==> src/rtl/vdp_vram_slot_arbiter.sv <==
`default_nettype none
// ============================================================================
// Module   : vdp_vram_slot_arbiter
// Purpose  : Time-slot arbiter for the VDP VRAM port. A free-running slot
//            counter uses a fixed schedule:
//              slots 0..L-1    map fetches, one per scroll layer
//              slots L..2L-1   tile fetches, one per scroll layer
//              slot  2L        sprite row fetch
//              slot  SLOTS-1   one host write, taken from a small FIFO
//              other slots     idle, with address 0
//            The affine engine can take the bus on any cycle. When it does,
//            that cycle's fetch strobe or host write is dropped.
// Ports    : clk / reset_n         clock, asynchronous active-low reset
//            line_start_i          restart slot sequence (s=0 next cycle)
//            affine_active_i/
//            affine_address_i      affine bus override
//            map_address_i,
//            tile_address_i        per-layer fetch addresses, ADDR_W each
//            sprite_address_i      sprite fetch address
//            host_*_i / host_ready_o  host write queue handshake + payload
//            vram_*_o              registered VRAM bus
//            map_load_o, char_load_o, sprite_data_valid_o
//                                  fetch-data strobes, 2 cycles after slot
//            host_write_done_o     pulses when a host write is committed
//            fifo_empty_o          host queue empty
// Revision : 1.0 - initial release
// ============================================================================
module vdp_vram_slot_arbiter #(
  parameter int LAYERS     = 4,
  parameter int SLOTS      = 16,
  parameter int ADDR_W     = 14,
  parameter int DATA_W     = 16,
  parameter int FIFO_DEPTH = 4
) (
  input  logic                     clk,
  input  logic                     reset_n,
  input  logic                     line_start_i,
  input  logic                     affine_active_i,
  input  logic [ADDR_W-1:0]        affine_address_i,
  input  logic [LAYERS*ADDR_W-1:0] map_address_i,
  input  logic [LAYERS*ADDR_W-1:0] tile_address_i,
  input  logic [ADDR_W-1:0]        sprite_address_i,
  input  logic                     host_valid_i,
  output logic                     host_ready_o,
  input  logic [ADDR_W-1:0]        host_address_i,
  input  logic [DATA_W-1:0]        host_data_i,
  input  logic [1:0]               host_byte_mask_i,
  output logic [ADDR_W-1:0]        vram_address_o,
  output logic [DATA_W-1:0]        vram_write_data_o,
  output logic [1:0]               vram_we_o,
  output logic [LAYERS-1:0]        map_load_o,
  output logic [LAYERS-1:0]        char_load_o,
  output logic                     sprite_data_valid_o,
  output logic                     host_write_done_o,
  output logic                     fifo_empty_o
);

  localparam int SW = $clog2(SLOTS);
  localparam int PW = $clog2(FIFO_DEPTH);
  localparam int CW = PW + 1;

  logic [SW-1:0]     s_q, s_d;
  logic [ADDR_W-1:0] fifo_addr_q [FIFO_DEPTH];
  logic [DATA_W-1:0] fifo_data_q [FIFO_DEPTH];
  logic [1:0]        fifo_mask_q [FIFO_DEPTH];
  logic [PW-1:0]     wr_ptr_q, rd_ptr_q;
  logic [CW-1:0]     count_q, count_d;
  logic              push, pop;

  logic [ADDR_W-1:0] vram_address_q, vram_address_d;
  logic [DATA_W-1:0] vram_write_data_q, vram_write_data_d;
  logic [1:0]        vram_we_q, vram_we_d;

  // Fetch pipeline: stage 1 records which fetch was issued, stage 2 drives
  // the strobe in the cycle when the read data is on the bus.
  logic [LAYERS-1:0] map_hit, char_hit;
  logic [LAYERS-1:0] p1_map_q, p1_char_q;
  logic [LAYERS-1:0] map_load_q, char_load_q;
  logic              spr_hit, p1_spr_q, spr_valid_q, done_q;

  assign host_ready_o = (count_q != CW'(FIFO_DEPTH));
  assign fifo_empty_o = (count_q == '0);
  assign push         = host_valid_i & host_ready_o;

  // line_start only moves the counter; the pipeline and queue are unaffected.
  assign s_d = line_start_i ? '0 : s_q + SW'(1);

  always_comb begin
    vram_address_d    = '0;
    vram_write_data_d = '0;
    vram_we_d         = '0;
    map_hit           = '0;
    char_hit          = '0;
    spr_hit           = 1'b0;
    pop               = 1'b0;
    for (int i = 0; i < LAYERS; i++) begin
      if (s_q == SW'(i)) begin
        vram_address_d = map_address_i[i*ADDR_W +: ADDR_W];
        map_hit[i]     = 1'b1;
      end
      if (s_q == SW'(LAYERS + i)) begin
        vram_address_d = tile_address_i[i*ADDR_W +: ADDR_W];
        char_hit[i]    = 1'b1;
      end
    end
    if (s_q == SW'(2 * LAYERS)) begin
      vram_address_d = sprite_address_i;
      spr_hit        = 1'b1;
    end
    if ((s_q == SW'(SLOTS - 1)) && (count_q != '0)) begin
      vram_address_d    = fifo_addr_q[rd_ptr_q];
      vram_write_data_d = fifo_data_q[rd_ptr_q];
      vram_we_d         = fifo_mask_q[rd_ptr_q];
      pop               = 1'b1;
    end
    // The affine engine wins the bus outright. A blocked host write stays
    // queued, and a blocked fetch produces no strobe.
    if (affine_active_i) begin
      vram_address_d    = affine_address_i;
      vram_write_data_d = '0;
      vram_we_d         = '0;
      map_hit           = '0;
      char_hit          = '0;
      spr_hit           = 1'b0;
      pop               = 1'b0;
    end
  end

  always_comb begin
    count_d = count_q;
    case ({push, pop})
      2'b10:   count_d = count_q + CW'(1);
      2'b01:   count_d = count_q - CW'(1);
      default: count_d = count_q;
    endcase
  end

  // Queue storage. It has no reset: only the pointers and count define
  // which entries are valid.
  always_ff @(posedge clk) begin
    if (push) begin
      fifo_addr_q[wr_ptr_q] <= host_address_i;
      fifo_data_q[wr_ptr_q] <= host_data_i;
      fifo_mask_q[wr_ptr_q] <= host_byte_mask_i;
    end
  end

  always_ff @(posedge clk or negedge reset_n) begin
    if (!reset_n) begin
      s_q               <= '0;
      wr_ptr_q          <= '0;
      rd_ptr_q          <= '0;
      count_q           <= '0;
      vram_address_q    <= '0;
      vram_write_data_q <= '0;
      vram_we_q         <= '0;
      p1_map_q          <= '0;
      p1_char_q         <= '0;
      p1_spr_q          <= 1'b0;
      map_load_q        <= '0;
      char_load_q       <= '0;
      spr_valid_q       <= 1'b0;
      done_q            <= 1'b0;
    end else begin
      s_q               <= s_d;
      count_q           <= count_d;
      if (push) wr_ptr_q <= wr_ptr_q + PW'(1);
      if (pop)  rd_ptr_q <= rd_ptr_q + PW'(1);
      vram_address_q    <= vram_address_d;
      vram_write_data_q <= vram_write_data_d;
      vram_we_q         <= vram_we_d;
      p1_map_q          <= map_hit;
      p1_char_q         <= char_hit;
      p1_spr_q          <= spr_hit;
      map_load_q        <= p1_map_q;
      char_load_q       <= p1_char_q;
      spr_valid_q       <= p1_spr_q;
      done_q            <= pop;
    end
  end

  assign vram_address_o      = vram_address_q;
  assign vram_write_data_o   = vram_write_data_q;
  assign vram_we_o           = vram_we_q;
  assign map_load_o          = map_load_q;
  assign char_load_o         = char_load_q;
  assign sprite_data_valid_o = spr_valid_q;
  assign host_write_done_o   = done_q;

endmodule
`default_nettype wire

==> config.mk <==
export PLATFORM = sky130hd
export DESIGN_NAME = vdp_vram_slot_arbiter
export DESIGN_NICKNAME = d
export VERILOG_FILES = /design/src/rtl/vdp_vram_slot_arbiter.sv
export SDC_FILE = /design/constraint.sdc
export NUM_CORES = 1
export LEC_CHECK = 0
export ABC_AREA = 1
export BUFFER_PORTS_ARGS = -buffer_cell sky130_fd_sc_hd__buf_2
export CAP_MARGIN = 10
export CORE_MARGIN = 1
export CORE_UTILIZATION = 50
export DETAILED_ROUTE_END_ITERATION = 12
export GPL_ROUTABILITY_DRIVEN = 0
export MAX_ROUTING_LAYER = met4
export PLACE_DENSITY = 0.76
export SYNTH_ARGS = -nofsm -noshare
export SYNTH_HDL_FRONTEND = slang
export SYNTH_SLANG_ARGS = --single-unit
==> constraint.sdc <==
create_clock -name clk -period 2.8 [get_ports clk]
set_input_delay 0.56 -clock clk [delete_from_list [all_inputs] [get_ports clk]]
set_output_delay 0.56 -clock clk [all_outputs]
set_load 0.1 [all_outputs]
==> flow_summary.rst, run 1 <==
.. list-table::
   :header-rows: 1

   * - Metric
     - Value
   * - Status
     - completed
   * - TritonCTS sink count
     - 190
   * - Start-to-end type of the worst setup path
     - register to register
   * - TritonCTS Buffers
     - 17
   * - Multi-input gate area in the final layout
     - 0.00280 mm^2
   * - Worst clock skew
     - 0.0154 ns
   * - Number of antenna violations at the first check in global routing
     - 6
   * - Total standard cell area after synthesis
     - 0.00872 mm^2
   * - Sequential cell area
     - 0.00540 mm^2
   * - Power share of the sequential group
     - 0.475
   * - Leak
     - 4.94 nW
   * - Number of endpoints with negative hold slack in the final report
     - 0
   * - Part of the total power dissipated in the clock network
     - 0.315
   * - Mapped Nets
     - 1,112
   * - Slack of the worst reg-to-reg path
     - 0.45 ns
   * - Net count, final
     - 1,316
   * - Tightest slew margin relative to the limit
     - 0.416
   * - Width of the die
     - 134 um
   * - Area leader, netlist
     - sky130_fd_sc_hd__edfxtp_1
   * - Sw Share
     - 0.315
   * - Hold_ws
     - 0.227 ns
   * - Routed wire per std cell
     - 16.6 um
   * - Worst setup EP type
     - register
   * - # IOs
     - 221
   * - H-Tree Depth
     - 4
   * - Hold-fix buffer count after cts
     - 0
   * - DRT Wirelength
     - 22,700 um
   * - Area grow syn2layout
     - 22.8%
   * - Reg clk slew, reported paths
     - 0.08 ns
   * - Number of max-slew violations in the final report
     - 0
   * - Flop and latch count out of synthesis
     - 190
   * - Gate count of the mapped netlist
     - 925
   * - Unrepaired setup endpoints after global routing
     - false
   * - Worst slew pin tran
     - 0.876 ns
   * - Pint
     - 5.19 mW
   * - Max-cap check violation count
     - 0
   * - Clock root buffer
     - sky130_fd_sc_hd__clkbuf_16
   * - Setup crit start kind
     - register
   * - # placed instances
     - 1,330
   * - Core area
     - 0.0168 mm^2
   * - Buffer count from post-CTS setup fixing
     - 0
   * - Total power density per cell area
     - 709 mW/mm^2
   * - Total vias in the final route
     - 7,074
   * - Number of setup violations in the final report
     - 0
   * - Row cnt
     - 47
   * - DR iter-0 viols
     - 530
   * - Min-delay worst type
     - input port to async pin
   * - Proportion of netlist area held by the largest area contributor
     - 0.441
   * - R2R cell count
     - 11
   * - Router iterations before antenna repair
     - 7
   * - Min cycle time layout
     - 2.35 ns
   * - Endpoint of the worst-slack reg-to-reg timing path
     - count_q[2]
   * - Number of global-route vias before repair
     - 6,790
   * - Largest net degree at the start of global routing
     - 67
   * - Post-route non-filler standard cell count
     - 1,369
   * - Fraction of final layout cells with drive strength greater than 1
     - 0.280
   * - Switching power of the nets
     - 2.39 mW
   * - Floorplan die area
     - 0.0180 mm^2
   * - IO buf count
     - 220
   * - Critical path peak fanout
     - 5
   * - Post-detailed-route via-to-cell ratio
     - 5.17
   * - Most used cells in the layout excluding fill and tap cells
     - 219 x sky130_fd_sc_hd__buf_2, 171 x sky130_fd_sc_hd__nor2_1, 163 x sky130_fd_sc_hd__nand2_1
   * - Distinct cell type count after synthesis
     - 30
   * - Most common cell after layout, fill and taps aside
     - sky130_fd_sc_hd__buf_2
   * - Final worst path period share
     - 0.840
   * - Post-Syn Area per Cell
     - 9.43 um^2
   * - Count of warnings emitted by yosys
     - 0
   * - Number of fill cells in the layout
     - 1,366
   * - Clock latency on the worst-skew pair
     - 0.44 ns
   * - Number of buffers on the longest clock path
     - 2
   * - Arrival time of the worst setup path
     - 2.66 ns
   * - Vert. Die Dim
     - 134 um
   * - Initial core utilization
     - 0.518
   * - Global-route wire length before repair
     - 35,000 um
   * - Remaining design rule violation count
     - 0
   * - Number of gates resized after cts
     - 0
   * - Remaining number of nets flagged by the antenna check after routing
     - 0
   * - Launch point of the worst reg-to-reg path
     - s_q[0]
   * - Required @ worst endpoint
     - 3.11 ns
   * - Register area share after synthesis
     - 0.619
   * - Maximum clock rate
     - 425 MHz
   * - Detailed placer's ending HPWL
     - 15,000 um
   * - Overflow left after global routing
     - 0
   * - All-layer global routing usage
     - 0.267
   * - Largest voltage drop on the vdd net
     - 0.516 mV
   * - Biggest area contributors in the synthesized netlist
     - sky130_fd_sc_hd__edfxtp_1 44%, sky130_fd_sc_hd__dfrtp_1 18%, sky130_fd_sc_hd__nor2_1 7.5%
   * - TritonCTS clock tree
     - done
   * - Combinational fraction of design power
     - 0.210
worst max path at each step:
| stage | from | to | depth (start not counted) |
|---|---|---|---|
| global route | s_q[0] | count_q[2] | 11 |
| floorplan | count_q[1] | count_q[1] | 8 |
| detailed placement | s_q[0] | count_q[2] | 11 |
| finish | s_q[0] | count_q[2] | 11 |
| global placement | s_q[0] | count_q[2] | 11 |
| CTS | s_q[0] | count_q[2] | 11 |
power groups by stage:
stage	logic [mW]	clock network [mW]	registers [mW]
4_1_cts	1.60	2.42	3.61
3_3_place_gp	1.57	0	3.65
5_1_grt	1.75	2.52	3.64
2_1_floorplan	0.777	0	3.90
3_5_place_dp	1.60	0	3.67
6_report	1.59	2.39	3.61
synth_stat cells:
cell type,number
sky130_fd_sc_hd__nor3b_1,1
sky130_fd_sc_hd__dfrtp_1,62
sky130_fd_sc_hd__fa_1,1
sky130_fd_sc_hd__o21ai_0,70
sky130_fd_sc_hd__o211ai_1,14
sky130_fd_sc_hd__edfxtp_1,128
sky130_fd_sc_hd__buf_1,11
sky130_fd_sc_hd__o21ai_1,10
sky130_fd_sc_hd__clkbuf_1,30
sky130_fd_sc_hd__nor2_1,175
sky130_fd_sc_hd__nor3_4,1
sky130_fd_sc_hd__inv_1,57
sky130_fd_sc_hd__nor2_4,2
sky130_fd_sc_hd__or2_2,9
sky130_fd_sc_hd__buf_2,12
sky130_fd_sc_hd__a31oi_1,14
sky130_fd_sc_hd__xnor2_1,2
sky130_fd_sc_hd__xor2_1,4
sky130_fd_sc_hd__nor2_2,1
sky130_fd_sc_hd__inv_2,28
sky130_fd_sc_hd__nand2_1,163
sky130_fd_sc_hd__clkinv_1,4
sky130_fd_sc_hd__buf_4,2
sky130_fd_sc_hd__or2_1,5
sky130_fd_sc_hd__a21oi_1,20
sky130_fd_sc_hd__ha_1,9
sky130_fd_sc_hd__nor3_1,1
sky130_fd_sc_hd__nand4_1,14
sky130_fd_sc_hd__nand3_2,1
sky130_fd_sc_hd__nand3_1,74
per-stage QoR:
stage	cell area, um^2	setup TNS (ns)	power (mW)	utilization	worst slack, ns
global route	10700	0	7.91	0.636	0.237
global placement	10100	0	5.23	0.600	0.551
detailed placement	10100	0	5.27	0.600	0.487
CTS	10700	0	7.64	0.635	0.452
floorplan	8740	-0.0730	4.67	-	-0.0730
finish	10700	0	7.59	0.637	0.448
cells by family (layout without fill, tap and decap cells):
group,after synthesis,count (layout),synth area share
other cells,0,7,0
simple gates,447,447,0.216
fa+ha+maj,10,10,0.0152
buf+inv,144,361,0.0646
xor+xnor,6,6,0.00603
compound gates,128,128,0.0795
flops,190,190,0.619
sequential cells by signal, indices dropped and copies added (netlist names):
| name | cells |
|---|---|
| host_write_done_o | 1 |
| fifo_mask_q | 8 |
| p1_char_q | 4 |
| sprite_data_valid_o | 1 |
| p1_map_q | 4 |
| vram_write_data_o | 16 |
| vram_address_o | 14 |
| s_q | 4 |
| map_load_o | 4 |
| fifo_addr_q | 56 |
| count_q | 3 |
| fifo_data_q | 64 |
| wr_ptr_q | 2 |
| vram_we_o | 2 |
| p1_spr_q | 1 |
| rd_ptr_q | 2 |
| char_load_o | 4 |
layout make-up:
cell class                 instances  area share
tap                              220      0.0257
clock inverter                    12      0.0104
inverter                          89      0.0312
timing repair buffer             240       0.121
antenna                            7     0.00164
sequential                       190       0.504
clock buffer                      20      0.0448
multi-input combinational        591       0.262
layer usage:
layer	global-route usage	wire length [um]
met1	0.315	9130
met2	0.450	11400
met3	0.0582	1780
met4	0.0949	385
met5	-	0
critical path, stage by stage, from the launching register on:
cell	delay, ns
sky130_fd_sc_hd__dfrtp_1	0.42
sky130_fd_sc_hd__ha_1	0.21
sky130_fd_sc_hd__nand2_1	0.13
sky130_fd_sc_hd__nor3_4	0.21
sky130_fd_sc_hd__inv_2	0.07
sky130_fd_sc_hd__nor2_4	0.15
sky130_fd_sc_hd__ha_1	0.17
sky130_fd_sc_hd__inv_1	0.06
sky130_fd_sc_hd__fa_1	0.38
sky130_fd_sc_hd__a21oi_1	0.15
sky130_fd_sc_hd__o21ai_0	0.12
sky130_fd_sc_hd__xnor2_1	0.14
Note: power is estimated with default switching activity, not from simulation.
==> run 2: changes to the inputs <==
--- a/config.mk
+++ b/config.mk
@@ -9,7 +9,7 @@
 export BUFFER_PORTS_ARGS = -buffer_cell sky130_fd_sc_hd__buf_2
 export CAP_MARGIN = 10
 export CORE_MARGIN = 1
-export CORE_UTILIZATION = 50
+export CORE_UTILIZATION = 48
 export DETAILED_ROUTE_END_ITERATION = 12
 export GPL_ROUTABILITY_DRIVEN = 0
 export MAX_ROUTING_LAYER = met4
==> constraint.sdc (replaced) <==
create_clock -name clk -period 2.1 [get_ports clk]
set_input_delay 0.42 -clock clk [delete_from_list [all_inputs] [get_ports clk]]
set_output_delay 0.42 -clock clk [all_outputs]
set_load 0.1 [all_outputs]
==> run 2 against run 1 <==
  * Sequential power grew 34%
  * First-iteration DRC count shrank 34%
  * Critical path depth shrank 9
  * Die area grew 4.1%
  * Clock-buffer cell count shrank 2
  * Cell count grew 1.8%
  * Worst hold slack lost 0.030 ns
  * Combinational power grew 42%
  * Register-to-register slack lost 0.33 ns
  * Clock power grew 36%
  * Design area grew 3.0%
  * Setup slack lost 0.35 ns
==> flow_summary.rst, run 2 (synthesis gave the netlist of run 1 again) <==
.. list-table::
   :header-rows: 1

   * - Metric
     - Value
   * - CP cell instances
     - nor3_4, buf_2
   * - Min-delay worst type
     - input port to register
   * - Floorplan die area
     - 0.0187 mm^2
   * - Top register by number of flip-flops
     - fifo_data_q
   * - Worst slew pin tran
     - 0.553 ns
   * - DRT Wirelength
     - 22,500 um
   * - H-Tree Depth
     - 4
   * - Overflow left after global routing
     - 0
   * - Most used cells in the layout excluding fill and tap cells
     - 219 x sky130_fd_sc_hd__buf_2, 171 x sky130_fd_sc_hd__nor2_1, 161 x sky130_fd_sc_hd__nand2_1
   * - # placed instances
     - 1,353
   * - Final Instance Area
     - 0.0110 mm^2
   * - Sum Neg Setup Slack
     - 0 ns
   * - Worst setup EP type
     - output port
   * - Arrival time of the worst setup path
     - 1.58 ns
   * - Post-detailed-route via-to-cell ratio
     - 5.15
   * - Most common cell after layout, fill and taps aside
     - sky130_fd_sc_hd__buf_2
   * - Minimum setup slack after placement
     - 0.0556 ns
   * - Start-to-end type of the worst setup path
     - register to output port
   * - Max FFs per register
     - 64
   * - Number of buffers on the longest clock path
     - 2
   * - Row cnt
     - 48
   * - Final standard cell utilization of the core
     - 0.629
   * - TritonCTS clock tree
     - done
   * - Core area
     - 0.0175 mm^2
   * - Router iterations before antenna repair
     - 6
   * - Slowest Stage Delay on Critical Path
     - 0.47 ns
   * - Status
     - completed
   * - Net count, final
     - 1,336
   * - Largest voltage drop on the vdd net
     - 0.609 mV
   * - Slowest-stage cell, CP
     - sky130_fd_sc_hd__buf_2
   * - Placement Cell Area
     - 0.0104 mm^2
   * - TritonCTS sink count
     - 190
   * - Vert. Die Dim
     - 137 um
   * - # IOs
     - 221
   * - Number of setup violations in the final report
     - 0
   * - Worst clock skew
     - 0.0128 ns
   * - Tightest slew margin relative to the limit
     - 0.631
   * - Global-route wire length before repair
     - 34,000 um
   * - Number of fill cells in the layout
     - 1,421
   * - DR iter-0 viols
     - 350
   * - Min setup slack post-route
     - 0.0981 ns
   * - Number of endpoints with negative hold slack in the final report
     - 0
   * - Number of antenna violations at the first check in global routing
     - 2
   * - Clock root buffer
     - sky130_fd_sc_hd__clkbuf_16
   * - Unrepaired setup endpoints after global routing
     - true
   * - Fraction of final layout cells with drive strength greater than 1
     - 0.299
   * - Detailed placer's ending HPWL
     - 15,200 um
   * - Max-cap check violation count
     - 0
   * - Area grow syn2layout
     - 26.5%
   * - Critical path peak fanout
     - 3
   * - Largest net degree at the start of global routing
     - 67
   * - Setup crit start kind
     - register
   * - Min cycle time layout
     - 2.00 ns
   * - TritonCTS Buffers
     - 17
   * - Width of the die
     - 137 um
   * - Buffer count from post-CTS setup fixing
     - 0
   * - Post-route non-filler standard cell count
     - 1,393
   * - Remaining number of nets flagged by the antenna check after routing
     - 0
   * - IO buf count
     - 220
   * - Clock latency on the worst-skew pair
     - 0.42 ns
   * - Initial core utilization
     - 0.497
   * - Maximum clock rate
     - 500 MHz
   * - Leak
     - 5.07 nW
   * - Reg clk slew, reported paths
     - 0.08 ns
   * - Remaining design rule violation count
     - 0
   * - Total vias in the final route
     - 7,176
   * - Final worst path period share
     - 0.953
   * - Total power density per cell area
     - 936 mW/mm^2
   * - Number of max-slew violations in the final report
     - 0
   * - Routed wire per std cell
     - 16.2 um
   * - Required @ worst endpoint
     - 1.68 ns
   * - Number of global-route vias before repair
     - 6,707
   * - All-layer global routing usage
     - 0.252
==> run 2: changes by cell type in the layout (fill, tap and decap cells not counted), sizes merged, moves of 2 or more <==
cell / delta
clkinv: +2
bufinv: +2
inv: -3
buf: +18
==> run 2: worst max-delay path, delay by kind of cell (launching register included) <==
kind / cells / cell delay [ns]
flops: 1 / 0.43
buf+inv: 1 / 0.47
simple gates: 1 / 0.26
==> run 2: layout make-up <==
cell class / instances / area, um^2 / area share
Sequential cell: 190 / 5400 / 0.489
Clock buffer: 18 / 429 / 0.0389
Tap cell: 225 / 282 / 0.0255
Timing Repair Buffer: 260 / 1550 / 0.140
Antenna cell: 6 / 15.0 / 0.00136
Multi-Input combinational cell: 591 / 2850 / 0.258
Clock inverter: 14 / 175 / 0.0159
Inverter: 89 / 337 / 0.0305
==> run 2: worst paths after layout <==
| kind | from | to | slack (ns) | cells past startpoint |
|---|---|---|---|---|
| max in group asynchronous | reset_n | p1_map_q[0] | 1.05 | 3 |
| min | affine_address_i[11] | vram_address_o[11] | 0.20 | 3 |
| max reg2reg | s_q[1] | count_q[2] | 0.12 | 11 |
| min reg2reg | p1_map_q[3] | map_load_o[3] | 0.34 | 0 |
| max | count_q[0] | fifo_empty_o | 0.1 | 2 |
| min in group asynchronous | reset_n | map_load_o[1] | 0.51 | 2 |
==> run 2: through the flow <==
stage	total power [mW]	hold slack (ns)
2_1_floorplan	6.30	0.124
3_3_place_gp	7.07	0.333
3_5_place_dp	7.13	0.336
4_1_cts	10.4	0.179
5_1_grt	10.8	0.193
6_report	10.3	0.197
==> run 2: routing by layer <==
layer	share of wire	global-route usage
met1	0.41	0.300
met2	0.50	0.428
met3	0.071	0.0463
met4	0.018	0.0952
met5	0	-
==> run 2: what timing repair did <==
action | in CTS | in global routing
hold buffers | 1 | 0
hold endpoints to repair | 36 | 0
setup endpoints to repair | 0 | 14
resized for setup | 0 | 8
==> run 2: power breakdown <==
part	switching, mW	leakage [nW]	internal (mW)
sequential	0.170	1.99	4.65
combinational	1.58	2.79	0.671
clock	1.46	0.294	1.80
